$ cat src/rtl/led_message_scroller.sv
// -----------------------------------------------------------------------------
// led_message_scroller
//
// Feeds the 4-digit multiplexed 7-segment driver. A 16-entry message of 4-bit
// display codes (0-9 digits, 10 dash, 11 F, 12 blank) is shown through a
// 4-code window that slides one entry per advance. An advance comes from a
// debounced push-button press or from a periodic scroll tick when auto_en
// is high. The window start wraps 15 -> 0, and so do the window indices.
//
// Ports
//   clk        system clock
//   reset      synchronous, active-high reset
//   step_btn   raw asynchronous push-button, 1 = pressed
//   auto_en    1 = timed scrolling enabled
//   load_en    1 = write load_data into message[load_addr] this edge
//   load_addr  message entry index 0..15
//   load_data  display code to store (13-15 are stored unchanged)
//   char3      message[pos]          (leftmost digit)
//   char2      message[pos+1 mod 16]
//   char1      message[pos+2 mod 16]
//   char0      message[pos+3 mod 16]
//   pos        current window start index
// -----------------------------------------------------------------------------
module led_message_scroller #(
  parameter int DEBOUNCE_CYCLES = 16,
  parameter int SCROLL_DIV      = 25000000,
  parameter int DIV_W           = 25
) (
  input  logic       clk,
  input  logic       reset,
  input  logic       step_btn,
  input  logic       auto_en,
  input  logic       load_en,
  input  logic [3:0] load_addr,
  input  logic [3:0] load_data,
  output logic [3:0] char3,
  output logic [3:0] char2,
  output logic [3:0] char1,
  output logic [3:0] char0,
  output logic [3:0] pos
);

  localparam int DB_W = (DEBOUNCE_CYCLES > 1) ? $clog2(DEBOUNCE_CYCLES) : 1;
  localparam logic [DB_W-1:0]  DB_LAST  = DB_W'(DEBOUNCE_CYCLES - 1);
  localparam logic [DIV_W-1:0] DIV_LAST = DIV_W'(SCROLL_DIV - 1);

  typedef enum logic [1:0] {
    LOW_STABLE,
    WAIT_HIGH,
    HIGH_STABLE,
    WAIT_LOW
  } db_state_t;

  // ---------------------------------------------------------------------------
  // Button synchronizer: two flops before the raw level touches any logic.
  // ---------------------------------------------------------------------------
  logic btn_meta;
  logic btn_s;

  // NOTE: every clocked process uses non-blocking (<=) assignments so all
  // registers see the pre-edge values of each other, independent of order.
  always_ff @(posedge clk) begin
    if (reset) begin
      btn_meta <= 1'b0;
      btn_s    <= 1'b0;
    end else begin
      btn_meta <= step_btn;
      btn_s    <= btn_meta;
    end
  end

  // ---------------------------------------------------------------------------
  // Debounce FSM. A level change must hold for DEBOUNCE_CYCLES sampled cycles
  // before it is accepted; only the accepted low->high change emits step_pulse,
  // so a long hold or bounce on either edge gives exactly one step.
  // ---------------------------------------------------------------------------
  db_state_t       db_state, db_state_nxt;
  logic [DB_W-1:0] db_cnt,   db_cnt_nxt;
  logic            step_pulse;

  always_ff @(posedge clk) begin
    if (reset) begin
      db_state <= LOW_STABLE;
      db_cnt   <= '0;
    end else begin
      db_state <= db_state_nxt;
      db_cnt   <= db_cnt_nxt;
    end
  end

  // NOTE: every output of this block is given a default first, so no path
  // through the case leaves a signal unassigned and no latch is inferred.
  always_comb begin
    db_state_nxt = db_state;
    db_cnt_nxt   = db_cnt;
    step_pulse   = 1'b0;
    unique case (db_state)
      LOW_STABLE: begin
        if (btn_s) begin
          db_state_nxt = WAIT_HIGH;
          db_cnt_nxt   = '0;
        end
      end
      WAIT_HIGH: begin
        if (!btn_s) begin
          db_state_nxt = LOW_STABLE;
        end else if (db_cnt == DB_LAST) begin
          db_state_nxt = HIGH_STABLE;
          step_pulse   = 1'b1;
        end else begin
          db_cnt_nxt = db_cnt + 1'b1;
        end
      end
      HIGH_STABLE: begin
        if (!btn_s) begin
          db_state_nxt = WAIT_LOW;
          db_cnt_nxt   = '0;
        end
      end
      WAIT_LOW: begin
        if (btn_s) begin
          db_state_nxt = HIGH_STABLE;
        end else if (db_cnt == DB_LAST) begin
          db_state_nxt = LOW_STABLE;
        end else begin
          db_cnt_nxt = db_cnt + 1'b1;
        end
      end
      default: db_state_nxt = LOW_STABLE;
    endcase
  end

  // ---------------------------------------------------------------------------
  // Auto-scroll timer. Held at zero while disabled, so re-enabling always
  // gives a full SCROLL_DIV period before the first tick.
  // ---------------------------------------------------------------------------
  logic [DIV_W-1:0] div_cnt;
  logic             tick;

  assign tick = auto_en && (div_cnt == DIV_LAST);

  always_ff @(posedge clk) begin
    if (reset || !auto_en) begin
      div_cnt <= '0;
    end else if (tick) begin
      div_cnt <= '0;
    end else begin
      div_cnt <= div_cnt + 1'b1;
    end
  end

  // ---------------------------------------------------------------------------
  // Window position and message store. A simultaneous button step and timer
  // tick still move the window by one.
  // ---------------------------------------------------------------------------
  logic       advance;
  logic [3:0] message [16];

  assign advance = step_pulse | tick;

  // NOTE: the message is a small register file, not a RAM macro, so it can be
  // given reset values; reset restores the default 0..12 then blanks pattern.
  always_ff @(posedge clk) begin
    if (reset) begin
      for (int i = 0; i < 16; i++) begin
        message[i] <= (i <= 12) ? 4'(i) : 4'd12;
      end
      pos <= '0;
    end else begin
      if (load_en) begin
        message[load_addr] <= load_data;
      end
      if (advance) begin
        pos <= pos + 4'd1;
      end
    end
  end

  // ---------------------------------------------------------------------------
  // Registered window outputs: sampled from the already-updated pos/message,
  // so a change at one edge becomes visible after the next. 4-bit index
  // arithmetic gives the mod-16 wrap for free.
  // ---------------------------------------------------------------------------
  always_ff @(posedge clk) begin
    if (reset) begin
      char3 <= 4'd0;
      char2 <= 4'd1;
      char1 <= 4'd2;
      char0 <= 4'd3;
    end else begin
      char3 <= message[pos];
      char2 <= message[pos + 4'd1];
      char1 <= message[pos + 4'd2];
      char0 <= message[pos + 4'd3];
    end
  end

endmodule

$ cat config.mk
export PLATFORM = sky130hd
export DESIGN_NAME = led_message_scroller
export DESIGN_NICKNAME = d
export VERILOG_FILES = /design/src/rtl/led_message_scroller.sv
export SDC_FILE = /design/constraint.sdc
export NUM_CORES = 1
export LEC_CHECK = 0
export ABC_AREA = 0
export ABC_CLOCK_PERIOD_IN_PS = 8000
export CAP_MARGIN = 10
export CORE_MARGIN = 3
export CORE_UTILIZATION = 45
export DETAILED_ROUTE_END_ITERATION = 16
export SLEW_MARGIN = 5
export SYNTH_ARGS = -nofsm -noshare
export SYNTH_HDL_FRONTEND = slang
export SYNTH_SLANG_ARGS = --single-unit
$ cat constraint.sdc
create_clock -name clk -period 8 [get_ports clk]
set_clock_uncertainty 0.1 [all_clocks]
set_input_delay 0.8 -clock clk [delete_from_list [all_inputs] [get_ports clk]]
set_output_delay 0.8 -clock clk [all_outputs]
set_load 0.02 [all_outputs]
-- After elaboration in Yosys (flattened, before gate mapping)
Memories as Yosys holds them, arrays and structs flattened. A register that Yosys moved wholly into a read port is not among the register bits.
Cells that the tools add are included.
- flip-flop bits (word level): 37
- memory bits (writable): 64
- input bits: 13
- output and inout port bits: 20
- logic and storage cells: 56
- memories kept: 1
- $add $sub $neg: 5
- eq/ne operators: 11
- mux-type cells: 24
- bitwise logic cells: 1
- reductions and logical operators: 8
- memory list (memory ; words ; width ; rd ports ; clocked after memory_dff ; wr ports ; line ; RTL):
    message ; 16 ; 4 ; 4 ; 4 ; 16 ; 157 ; logic [3:0] message [16];
- operators by type and width (kind ; count):
    4-bit two-way mux ; 7
    25-bit by 1-bit adder with 25-bit output (second input constant) ; 1
    25-bit equality test (second input constant) ; 1
    4-bit case mux with 4 select lines ; 1
    2-bit two-way mux ; 6
    1-bit two-way mux ; 9
    4-bit by 1-bit adder with 4-bit output (second input constant) ; 2
    4-bit by 2-bit adder with 4-bit output (second input constant) ; 2
    2-bit != test (second input constant) ; 4
    2-bit case mux with 4 select lines ; 1
    4-bit AND reduction ; 2
    3-bit != test (second input constant) ; 2
    2-bit equality test (second input constant) ; 2
    4-bit equality test (second input constant) ; 1
    4-bit OR reduction ; 1
    2-bit by 1-bit equality test with 1-bit output (second input constant) ; 1
    2-bit logical NOT ; 1
    2-bit OR reduction ; 1
    1-bit logical AND ; 1
    1-bit logical NOT ; 1
    1-bit logical OR ; 1
    1-bit OR ; 1

-- Longest topological paths before layout
Gate-level depths: netlist of run 1.
- depth in word-level cells: 5
- depth in mapped cells: 13
- gate-level depth less buffers: 6

-- Worst setup path after synthesis of run 1
Ideal clock, no wire load.
- path type: register -> register
- start point: reg pos[0]
- end point: reg char0[2] (read register of message)
- setup time: 124 ps
- data arrival time: 3167 ps
- required time: 7776 ps
- setup slack: 4609 ps
- cell stages (with the launch flop): 13
- path buffers: 7
- clock period less this slack: 3391 ps
- cells stage by stage: dfxtp_1 -> buf_2 -> buf_4 -> buf_4 -> buf_2 -> buf_4 -> inv_1 -> ha_1 -> buf_2 -> buf_1 -> mux4_2 -> mux2i_1 -> o22ai_1
- longest elaborated chain between the ends: 1
- ends and longest elaborated chain (what ; line ; RTL):
    from (decl) ; 40 ; output logic [3:0] pos
    from (signal assigned) ; 174 ; pos <= pos + 4'd1;
    4-bit by 2-bit adder with 4-bit output ; 194 ; char0 <= message[pos + 4'd3];
    to (decl) ; 39 ; output logic [3:0] char0,
Every way passes these cells.
A chain may end at the register's enable or synchronous reset.

==> summary.txt, run 1 <==
Outcome: complete, no violations
Register bit total from synthesis: 117
RSZ-0062 raised after global routing: false
Vias in the first global route: 4480
Synth warn: 0
Combinational cell fraction of total power: 9.5%
Final #Nets: 587
Int Power: 1.20 mW
Clock slew at reported path FFs: 50 ps
Area contributors post-synth: edfxtp_1 28%, mux4_2 22%, dfxtp_1 16%, mux2i_1 3.7%, and2_1 3.4%
Die height: 128 um
Setup violations, final: 0
Vias per std cell: 6.13
Req. time, crit path: 8020 ps
Final period utilization: 38.8%
Hold_buf cts: 0
Largest net degree at the start of global routing: 48
N_diodes: 0
Drc violations: 0
Hold WC Path Type: register to register
Synth top area share: 28.5%
Finished Layout Cells: 765
Die width: 128 um
Total power: 1.58 mW
First-pass DRT Iterations: 5
Worst-Skew Late Latency: 410 ps
Share of cells above drive strength 1: 23.4%
Critical path capture point type: register
Clock Root Buffer: clkbuf_16
Overflow after GRT: 0
Row cnt: 44
Slowest-stage cell, CP: clkdlybuf4s50_1
Leakage Power: 2.52 nW
Post-synth EDFFs: 64
Async SR Flop Fraction: 0%
Initial antenna violation count: 0
Routed wire length: 15800 um
IO Count: 33
Final Instance Area: 7760 um2
Worst path arrival time: 3130 ps
Via count: 4688
Highest clock rate: 322 MHz
Pins Over Slew Limit: 0
CTS Buffer Depth: 2
Post-synthesis sequential area ratio: 44.2%
Setup_tns: 0 ps
Psw: 0.386 mW
Primary FF master, synth: edfxtp_1
Postcts setup bufs: 0
Sw Share: 24.4%
CP Class: input port to register
Fillers: 1189
Wire per inst: 20.7 um
Initial Util: 46.2%
Core Area: 14600 um2
Post-synth top cells: 66 x mux4_2, 64 x edfxtp_1, 53 x dfxtp_1
Max-cap violations: 0
Top-count cell post-synth: mux4_2
Worst-Margin Slew: 1140 ps
Post-CTS sizing: 0
Cell Pwr Density: 204 nW/um2
Sequential Power Share: 43.8%
Placed insts: 733
Final hold vios: 0
Port Buffers: 32
Buf+Inv Stages, Crit Path: 2
Placer Congestion: 0.892
GRT Overall Usage: 20.4%
Routed Antenna Nets: 0
Worst setup margin: 4890 ps
Pre-CTS WS: 4450 ps
Global-route wire length before repair: 25300 um
Slew HR: 22.6%
Synth cell types: 50
Crit path launch type: input port
Max stage delay on crit path: 730 ps
Post-DP Area: 7180 um2
Post-Syn Area: 6750 um2
Crit Path Max Fanout: 35
Synthesized Nets: 565
H-Tree Depth: 4
Avg Synthesized Cell Area: 12.4 um2
Synth area leader: edfxtp_1
Cells after synthesis: 546
Clock power frac: 46.7%
CTS Buf Count: 17
CTS tree: done
P&R area growth vs syn: 15.0%
Post-route minimum period: 3110 ps
Top Family by Delay on Critical Path: simple AND/OR/NAND/NOR gates
Die ar.: 16500 um2
Peak supply drop: 0.155 mV
Initial DRC Count: 410
Dpl hpwl: 11500 um
Ordered cell list for the critical path: clkdlybuf4s50_1 -> buf_4 -> nand4bb_1 -> nor3_1 -> or2_2
Clock sinks: 117
==> path summary, 6_finish.rpt <==
path                 start       endpoint  slack (ps)  cells after the start
hold / removal    btn_meta          btn_s         350                      1
setup / recovery     reset  message[1][2]        4890                      5
hold reg to reg   btn_meta          btn_s         350                      1
setup reg to reg    pos[0]       char1[1]        5060                      4
==> state kept, by name, indices dropped and copies added, names as in the netlist, named ones only <==
| register | count |
|---|---|
| btn_s | 1 |
| message | 64 |
| db_state | 1 |
| char2 | 4 |
| btn_meta | 1 |
| db_cnt | 4 |
| div_cnt | 25 |
| char1 | 4 |
| char3 | 4 |
| pos | 4 |
| char0 | 4 |
==> per-layer routing <==
| metal | track usage, % | share of wire, % |
|---|---|---|
| met1 | 30.6 | 48 |
| met2 | 29.0 | 44 |
| met3 | 5.27 | 6.6 |
| met4 | 6.12 | 1.4 |
| met5 | 0 | 0 |
==> cell families (layout without fill, tap and decap cells) <==
kind of cell	count (synthesis)	in the layout	share of synthesized area [%]
simple gates	221	221	19.1
compound gates	45	45	4.14
buf+inv	45	80	2.93
flops	117	117	44.2
xor+xnor	20	20	2.60
mux	92	92	25.9
fa+ha+maj	6	6	1.11
==> placed cells by master (no fill, tap or decap), drive strengths merged, types with 3 or more instances in the layout <==
cell           Yosys  layout
a22oi              3       3
o21ai              9       9
buf               17       4
mux2i             25      25
edfxtp            64      64
mux4              66      66
xnor2             11      11
or4                6       6
or2               21      21
nor2b              9       9
and3               5       5
nor4               5       5
nand2             21      21
and2              37      37
nand2b            11      11
xor2               9       9
o31ai              3       3
clkdlybuf4s50      0      32
ha                 6       6
or3               32      32
inv               12      14
dfxtp             53      53
nand4              8       8
clkinvlp           0       5
nor3               8       8
nor2              35      35
a21oi             17      17
clkbuf            16      17
nand3             11      11
o22ai              6       6
nor3b              3       3
clkinv             0       6
==> metrics by stage <==
| stage | hold WS, ps | util, % |
|---|---|---|
| 6_report | 353 | 53.2 |
| 5_1_grt | 376 | 53.2 |
| 4_1_cts | 359 | 53.2 |
| 3_5_place_dp | 352 | 49.2 |
| 3_3_place_gp | 335 | 49.2 |
| 2_1_floorplan | 314 | - |
==> area by class of cell <==
type	instances	area, um2	area share (%)
multi-input combinational	384	3560	45.9
sequential	117	2990	38.5
clock buffer	17	425	5.48
timing repair buffer	36	350	4.52
tap	184	230	2.97
clock inverter	15	156	2.02
inverter	12	45.0	0.581
==> power groups by stage <==
stage	Sequential [mW]	Clock [mW]	Combinational, mW
after floorplan	0.700	0	0.0904
after global placement	0.702	0	0.150
after detailed placement	0.704	0	0.151
after CTS	0.692	0.755	0.152
after global routing	0.696	0.784	0.161
final	0.693	0.740	0.150
(Power assumes the default switching activity.)
==> inputs of run 2 (changes only) <==
--- a/config.mk
+++ b/config.mk
@@ -6,7 +6,7 @@
 export NUM_CORES = 1
 export LEC_CHECK = 0
 export ABC_AREA = 0
-export ABC_CLOCK_PERIOD_IN_PS = 8000
+export ABC_CLOCK_PERIOD_IN_PS = 2900
 export CAP_MARGIN = 10
 export CORE_MARGIN = 3
 export CORE_UTILIZATION = 45
==> constraint.sdc (replaced) <==
create_clock -name clk -period 2.9 [get_ports clk]
set_clock_uncertainty 0.1 [all_clocks]
set_input_delay 0.29 -clock clk [delete_from_list [all_inputs] [get_ports clk]]
set_output_delay 0.29 -clock clk [all_outputs]
set_load 0.02 [all_outputs]
==> run 2 against run 1 <==
  * Global-route usage up 0.35 points
  * Non-clock buffer count grew 14
  * Routed wire length up 3.5%
  * Largest cell class unchanged
  * Final cell count increased by 1.6%
  * Sequential power rose to 2.8 times the previous value
  * Utilization up 0.60 points
  * Final area rose by 1.1%
  * Via count up 0.66%
  * Critical path depth rose by 3
  * Critical endpoint is now char2[3]
  * Die area unchanged
  * Worst hold slack worse by 27 ps
  * Critical path type is now register to register
  * Register-to-register slack lost 4700 ps
==> summary.txt, run 2 (synthesis results as in run 1) <==
Wire per inst: 21.1 um
DR WL met3: 1140 um
Core Area: 14600 um2
Worst-Skew Late Latency: 420 ps
CTS tree: done
Req. time, crit path: 3120 ps
Worst path arrival time: 2730 ps
Max-cap violations: 0
RSZ-0062 raised after global routing: false
Most common cell after layout, fill and taps aside: mux4_2
Hold_buf cts: 0
Hold WC Path Type: input port to register
Vias in the first global route: 4535
P&R area growth vs syn: 16.3%
Met2 wire len: 7820 um
CP Class: register to register
H-Tree Depth: 4
Routed metal-1 wirelength: 7170 um
Initial Util: 46.2%
Reg with most FFs: message
Post-CTS sizing: 0
Fin util: 53.8%
GRT Overall Usage: 20.7%
Port Buffers: 32
Setup_tns: 0 ps
Initial DRC Count: 450
Largest regs: message: 64 flops, div_cnt: 25 flops
Global-route wire length before repair: 25600 um
Row cnt: 44
Crit Path Max Fanout: 17
Overflow after GRT: 0
Dpl hpwl: 12100 um
Worst Hold Margin: 326 ps
Final period utilization: 86.5%
Setup violations, final: 0
Fillers: 1223
Die ar.: 16500 um2
Clock sinks: 117
Peak supply drop: 0.396 mV
Internal reg-to-reg setup slack: 390 ps
Clock slew at reported path FFs: 60 ps
Largest net degree at the start of global routing: 42
Drc violations: 0
Most frequent cells in the layout: 66 x mux4_2, 64 x edfxtp_1, 52 x dfxtp_1
Via count: 4719
Clock Root Buffer: clkbuf_16
Placed insts: 747
Share of cells above drive strength 1: 24.6%
Top Layer Used: met4
First-pass DRT Iterations: 5
Crit path launch type: register
CTS Buf Count: 17
Final #Nets: 601
Post-route minimum period: 2510 ps
Worst-Margin Slew: 655 ps
Post-DP Area: 7300 um2
Highest clock rate: 399 MHz
Final hold vios: 0
N_diodes: 0
Postcts setup bufs: 0
Slew HR: 56.2%
Critical path capture point type: register
CTS Buffer Depth: 2
Final Instance Area: 7850 um2
Initial antenna violation count: 0
Leakage Power: 2.58 nW
Vias per std cell: 6.07
Die width: 128 um
Outcome: complete, no violations
Max reg flops: 64
Placer Congestion: 0.868
Pins Over Slew Limit: 0
Die height: 128 um
Routed wire length: 16400 um
Finished Layout Cells: 777
Routed Antenna Nets: 0
Cell Pwr Density: 547 nW/um2
IO Count: 33
-- run 2: cell count changes in the layout (fill, tap and decap cells not counted) --
cell        delta
clkinv_1       +2
clkinvlp_4     -2
xor2_2         +1
clkinv_4       -3
clkinv_2       +2
buf_12         +1
buf_4         +13
clkbuf_1       +1
xor2_1         -1
inv_6          -2
-- run 2: critical path, stage by stage, from the launching register on --
cell	delay (ps)
dfxtp_1	450
inv_1	100
ha_1	340
buf_4	310
buf_4	270
inv_1	100
mux4_2	290
nor2b_1	140
a311oi_1	310
-- run 2: power breakdown --
| part | internal (mW) | switching, mW | leakage, nW |
|---|---|---|---|
| sequential | 1.83 | 0.0845 | 1.06 |
| combinational | 0.218 | 0.201 | 1.26 |
| clock | 1.23 | 0.725 | 0.262 |
| total | 3.28 | 1.01 | 2.58 |
-- run 2: worst paths after layout --
path / start / to / cells past startpoint
worst max register to register: pos[1] / char2[3] / 8
worst min-delay path: step_btn / btn_meta / 2
worst max-delay path: pos[1] / char2[3] / 8
worst min register to register: btn_meta / btn_s / 1
-- run 2: stage by stage --
step	setup WS [ps]	power, mW
finish	392	4.29
global route	215	4.42
CTS	381	4.32
detailed placement	414	2.37
global placement	504	2.36
floorplan	25.5	2.18
-- run 2: cell type report --
type	count	area, um2	share of cell area (%)
Clock buffer	18	429	5.47
Clock inverter	12	115	1.47
Inverter	12	45.0	0.574
Multi-Input combinational cell	384	3570	45.5
Sequential cell	117	2990	38.1
Tap cell	184	230	2.93
Timing Repair Buffer	50	468	5.96
-- run 2: metal layers --
metal,track usage (%),vias to the layer above
li1,-,2168
met1,28.6,2367
met2,31.9,164
met3,6.27,20
met4,5.87,0
met5,0,-
==> inputs of run 3 (changes only) <==
--- a/config.mk
+++ b/config.mk
@@ -8,6 +8,7 @@
 export ABC_AREA = 0
 export ABC_CLOCK_PERIOD_IN_PS = 2900
 export CAP_MARGIN = 10
+export CORE_ASPECT_RATIO = 0.6
 export CORE_MARGIN = 3
 export CORE_UTILIZATION = 45
 export DETAILED_ROUTE_END_ITERATION = 16
==> run 3 against run 2 <==
  * First-iteration DRC count is 38% higher
  * Via count up 3.1%
  * Fmax grew 3.0%
  * Register-to-register slack better by 70 ps
  * Die area up 0.29%
  * Critical endpoint is now char2[0]
  * Largest power group unchanged
==> summary.txt, run 3 (synthesis results as in run 1) <==
Dpl hpwl: 13300 um
Largest regs: message: 64 flops, div_cnt: 25 flops
Crit path launch type: register
Top Layer Used: met4
Post-route minimum period: 2440 ps
Routed wire length: 17900 um
Via count: 4866
Cell Pwr Density: 566 nW/um2
CTS Buf Count: 17
Met2 wire len: 6810 um
Largest net degree at the start of global routing: 49
Max reg flops: 64
Peak supply drop: 0.331 mV
Hold depth: 2
Routed metal-1 wirelength: 8940 um
Clock slew at reported path FFs: 50 ps
Sw Share: 24.0%
DR WL met3: 2040 um
Int Power: 3.40 mW
Initial Util: 47.6%
Clock sinks: 117
Hold WC Path Type: input port to register
Vias per std cell: 6.19
Final period utilization: 84.0%
Max-cap violations: 0
Share of cells above drive strength 1: 24.7%
Fillers: 1153
Vias in the first global route: 4549
CP Class: register to register
Row cnt: 33
GRT Overall Usage: 22.9%
Top Family by Delay on Critical Path: multiplexers
Post-CTS sizing: 0
Most frequent cells in the layout: 66 x mux4_2, 64 x edfxtp_1, 52 x dfxtp_1
Overflow after GRT: 0
Die width: 164 um
Die height: 101 um
Initial DRC Count: 623
Port Buffers: 32
Sequential Power Share: 42.7%
Slew HR: 50.2%
Post-DP Area: 7320 um2
Worst-Skew Late Latency: 410 ps
First-pass DRT Iterations: 6
CTS Buffer Depth: 2
Highest clock rate: 410 MHz
N_diodes: 0
Worst Hold Margin: 343 ps
Clock power frac: 47.5%
Final hold vios: 0
Worst-Margin Slew: 745 ps
Worst path arrival time: 2630 ps
CTS tree: done
RSZ-0062 raised after global routing: false
IO Count: 33
Worst path depth: 6
Wire per inst: 22.8 um
Critical path capture point type: register
Drc violations: 0
R2r worst-path depth: 6
Clock Root Buffer: clkbuf_16
Core Area: 14200 um2
Die ar.: 16500 um2
Combinational cell fraction of total power: 9.8%
Reg with most FFs: message
Setup_tns: 0 ps
Setup violations, final: 0
Buf+Inv Stages, Crit Path: 2
Req. time, crit path: 3090 ps
Final Instance Area: 7910 um2
Most common cell after layout, fill and taps aside: mux4_2
Routed Antenna Nets: 0
Postcts setup bufs: 0
Psw: 1.08 mW
Ordered cell list for the critical path: inv_1 -> ha_1 -> buf_12 -> mux4_2 -> mux4_2 -> or2_2
Outcome: complete, no violations
Global-route wire length before repair: 27400 um
Cell repeated most along the worst path: mux4_2
Slowest-stage cell, CP: dfxtp_4
Leakage Power: 2.60 nW
P&R area growth vs syn: 17.3%
Max stage delay on crit path: 500 ps
Initial antenna violation count: 0
Pins Over Slew Limit: 0
Crit Path Max Fanout: 28
Placer Congestion: 0.883
H-Tree Depth: 4
Hold_buf cts: 0
Final #Nets: 600
==> run 3: changes by cell type in the layout (fill, tap and decap cells not counted), sizes merged <==
cell      delta
buf          -1
inv          +1
clkinv       -1
clkinvlp     -1
clkbuf       +2
bufinv       +1
==> run 3: worst paths after layout <==
| check | from | end | slack (ps) |
|---|---|---|---|
| worst min register to register | btn_meta | btn_s | 350 |
| worst min-delay path | step_btn | btn_meta | 340 |
| worst max register to register | pos[0] | char2[0] | 460 |
| worst max-delay path | pos[0] | char2[0] | 460 |
==> run 3: per-layer routing <==
metal	up-vias	track usage, %
met5	-	0
met4	0	3.51
met3	12	8.91
met2	275	28.0
met1	2415	37.6
li1	2164	-
==> run 3: worst reg2reg max path, cell delays in order, from the launching register on <==
cell     delay (ps)
dfxtp_4         500
inv_1           100
ha_1            330
buf_12          220
mux4_2          340
mux4_2          470
or2_2           280
==> run 3: cell type report <==
class / count / area (um2) / share of cell area, %
Clock buffer: 20 / 437 / 5.52
Clock inverter: 12 / 155 / 1.96
Inverter: 12 / 45.0 / 0.570
Multi-Input combinational cell: 384 / 3570 / 45.2
Sequential cell: 117 / 2990 / 37.8
Tap cell: 192 / 240 / 3.04
Timing Repair Buffer: 49 / 473 / 5.98
==> run 3: through the flow <==
step | utilization (%) | setup slack (ps) | instances | total power, mW
finish | 55.8 | 463 | 786 | 4.48
global route | 55.8 | 349 | 786 | 4.62
CTS | 55.8 | 465 | 786 | 4.49
detailed placement | 51.7 | 450 | 754 | 2.38
global placement | 51.7 | 493 | 754 | 2.37
floorplan | - | 25.5 | 546 | 2.18
==> run 3: power groups by stage <==
stage          clock network, mW  logic (mW)  registers [mW]
6_report                    2.13       0.438            1.91
5_1_grt                     2.23       0.464            1.92
4_1_cts                     2.15       0.436            1.91
3_5_place_dp                   0       0.435            1.94
3_3_place_gp                   0       0.431            1.94
2_1_floorplan                  0       0.251            1.93
==> edit, RTL diff (settings of run 2) <==
Register the output `pos` once more, with the module's reset; this adds one clock of latency there. The other outputs are not delayed to match. Comments in the files are not updated.
--- a/src/rtl/led_message_scroller.sv
+++ b/src/rtl/led_message_scroller.sv
@@ -51,6 +51,8 @@
     WAIT_LOW
   } db_state_t;
 
+  logic [3:0] pos_s0;
+
   // ---------------------------------------------------------------------------
   // Button synchronizer: two flops before the raw level touches any logic.
   // ---------------------------------------------------------------------------
@@ -165,13 +167,13 @@
       for (int i = 0; i < 16; i++) begin
         message[i] <= (i <= 12) ? 4'(i) : 4'd12;
       end
-      pos <= '0;
+      pos_s0 <= '0;
     end else begin
       if (load_en) begin
         message[load_addr] <= load_data;
       end
       if (advance) begin
-        pos <= pos + 4'd1;
+        pos_s0 <= pos_s0 + 4'd1;
       end
     end
   end
@@ -188,10 +190,18 @@
       char1 <= 4'd2;
       char0 <= 4'd3;
     end else begin
-      char3 <= message[pos];
-      char2 <= message[pos + 4'd1];
-      char1 <= message[pos + 4'd2];
-      char0 <= message[pos + 4'd3];
+      char3 <= message[pos_s0];
+      char2 <= message[pos_s0 + 4'd1];
+      char1 <= message[pos_s0 + 4'd2];
+      char0 <= message[pos_s0 + 4'd3];
+    end
+  end
+
+  always_ff @(posedge clk) begin
+    if (reset) begin
+      pos <= '0;
+    end else begin
+      pos <= pos_s0;
     end
   end
 
Check against the original RTL: same outputs for any inputs over 10 cycles, from zero or initial values and one cycle with reset high; that may be too few to reach the edited logic, so the function may still have changed.
==> edit against run 2 <==
Highest routed layer unchanged; fmax up 3.8%; routed wire length about the same; first-iteration DRC count rose by 2.9%; sequential cell count rose by 4; total power fell by 2.3%; final area up 0.11%; global-route usage grew 0.21 points; worst setup slack improved by 92 ps; area after synthesis up 0.28%.
==> edit: results <==
[status]
status = completed

[yosys]
synth_edf_count = 64
yosysWarningCount = 0
postSynth.asyncResetShare = 0
synth_area_leaders = edfxtp_1 (28%), mux4_2 (23%), dfxtp_1 (17%)
yosysSeqAreaShare = 0.453
ys_types = 46
synthFlopType = edfxtp_1
synth_common_cells = mux4_2 (68), edfxtp_1 (64), dfxtp_1 (57), and2_1 (44), nor2_1 (32)
synth_fp_nets = 563

[drt]
first_pass_iters = 5
m1WireLength_um = 7150
drt_iter0_drc = 463
wl_per_cell_um = 21.1
vias = 4805
wl_met3_um = 1090
route.met2.wl_um = 7830

[min_path]
hp-class = input port to register

[global_route]
grt.total_usage = 0.209
grt_pass1_vias = 4632
grt_max_degree = 48
grt_pass1_wl_um = 26000

[layout]
drive_above_1_share = 0.208
nNetsFinal = 597
diodes = 0

[clock_tree]
root_buffer = clkbuf_16
cts.htree.levels = 4
cts_buffer_depth = 2
ctsResizeCount = 0
clock_latency_ps = 420

[placed_design]
pre_cts_ws_ps = 466
gp_congestion = 0.884
dp_hpwl_um = 12000

[worst_setup_path]
startpoint = pos_s0[1]$_SDFFE_PP0P_
arrival_ps = 2620
cp_max_fo = 29

[sta]
slew_headroom = 0.576

[pwr]
leakagePower_nw = 2.59
peakVddDrop_v = 0.000395
internal-power_w = 0.00328
edit: changes by cell type after synthesis, moves of 5 or more:
cell	run 2	this run
and2_1	37	44
mux2i_1	25	18
nand2_1	21	27
nand2b_1	11	5
o21ai_0	9	19
or2_2	21	5
or3_1	28	22
xnor2_1	11	6
edit: power groups by stage:
stage               Clock (W)  Combinational (W)  Sequential (W)
floorplan                   0           0.000153         0.00196
global placement            0           0.000260         0.00198
detailed placement          0           0.000265         0.00198
CTS                   0.00201           0.000265         0.00195
global route          0.00210           0.000282         0.00196
finish                0.00198           0.000264         0.00195
edit: layout make-up:
type                       instances  area, um2
multi-input combinational        379       3510
clock inverter                    10        101
clock buffer                      22        454
inverter                          11       41.3
timing repair buffer              48        453
sequential                       121       3070
tap                              184        230
fill                            1214       6790
edit: cell families after synthesis:
logic type	after synthesis	share of synthesized area
AND/OR/NAND/NOR	208	0.174
flip-flops	121	0.453
multiplexers	88	0.256
AO/OA/AOI/OAI	58	0.0512
buffers and inverters	44	0.0296
XOR/XNOR	19	0.0246
adder cells (fa/ha/maj)	6	0.0111
edit: final timing paths:
kind,to,slack (ps),cells past startpoint
min,btn_meta$_SDFF_PP0_,330,2
min reg2reg,btn_s$_SDFF_PP0_,330,1
max,char0[0]$_SDFF_PP1_,480,6
max reg2reg,char0[0]$_SDFF_PP1_,480,6
edit: through the flow:
stage / utilization / instances / area (um2)
final: 0.536 / 775 / 7860
after global placement: 0.498 / 743 / 7300
after floorplan: - / 544 / 6770
after CTS: 0.536 / 775 / 7860
after global routing: 0.536 / 775 / 7860
after detailed placement: 0.498 / 743 / 7300
edit: worst max-delay path, stage by stage (launching register included):
cell and delay, ps:
dfxtp_1 380, inv_2 110, ha_1 280, buf_4 340, mux4_2 390, mux4_2 460, or2_1 210
edit: per-layer routing:
layer | GRT usage | vias up
li1 | - | 2177
met4 | 0.0747 | 0
met3 | 0.0473 | 22
met1 | 0.294 | 2426
met5 | 0 | -
met2 | 0.322 | 180
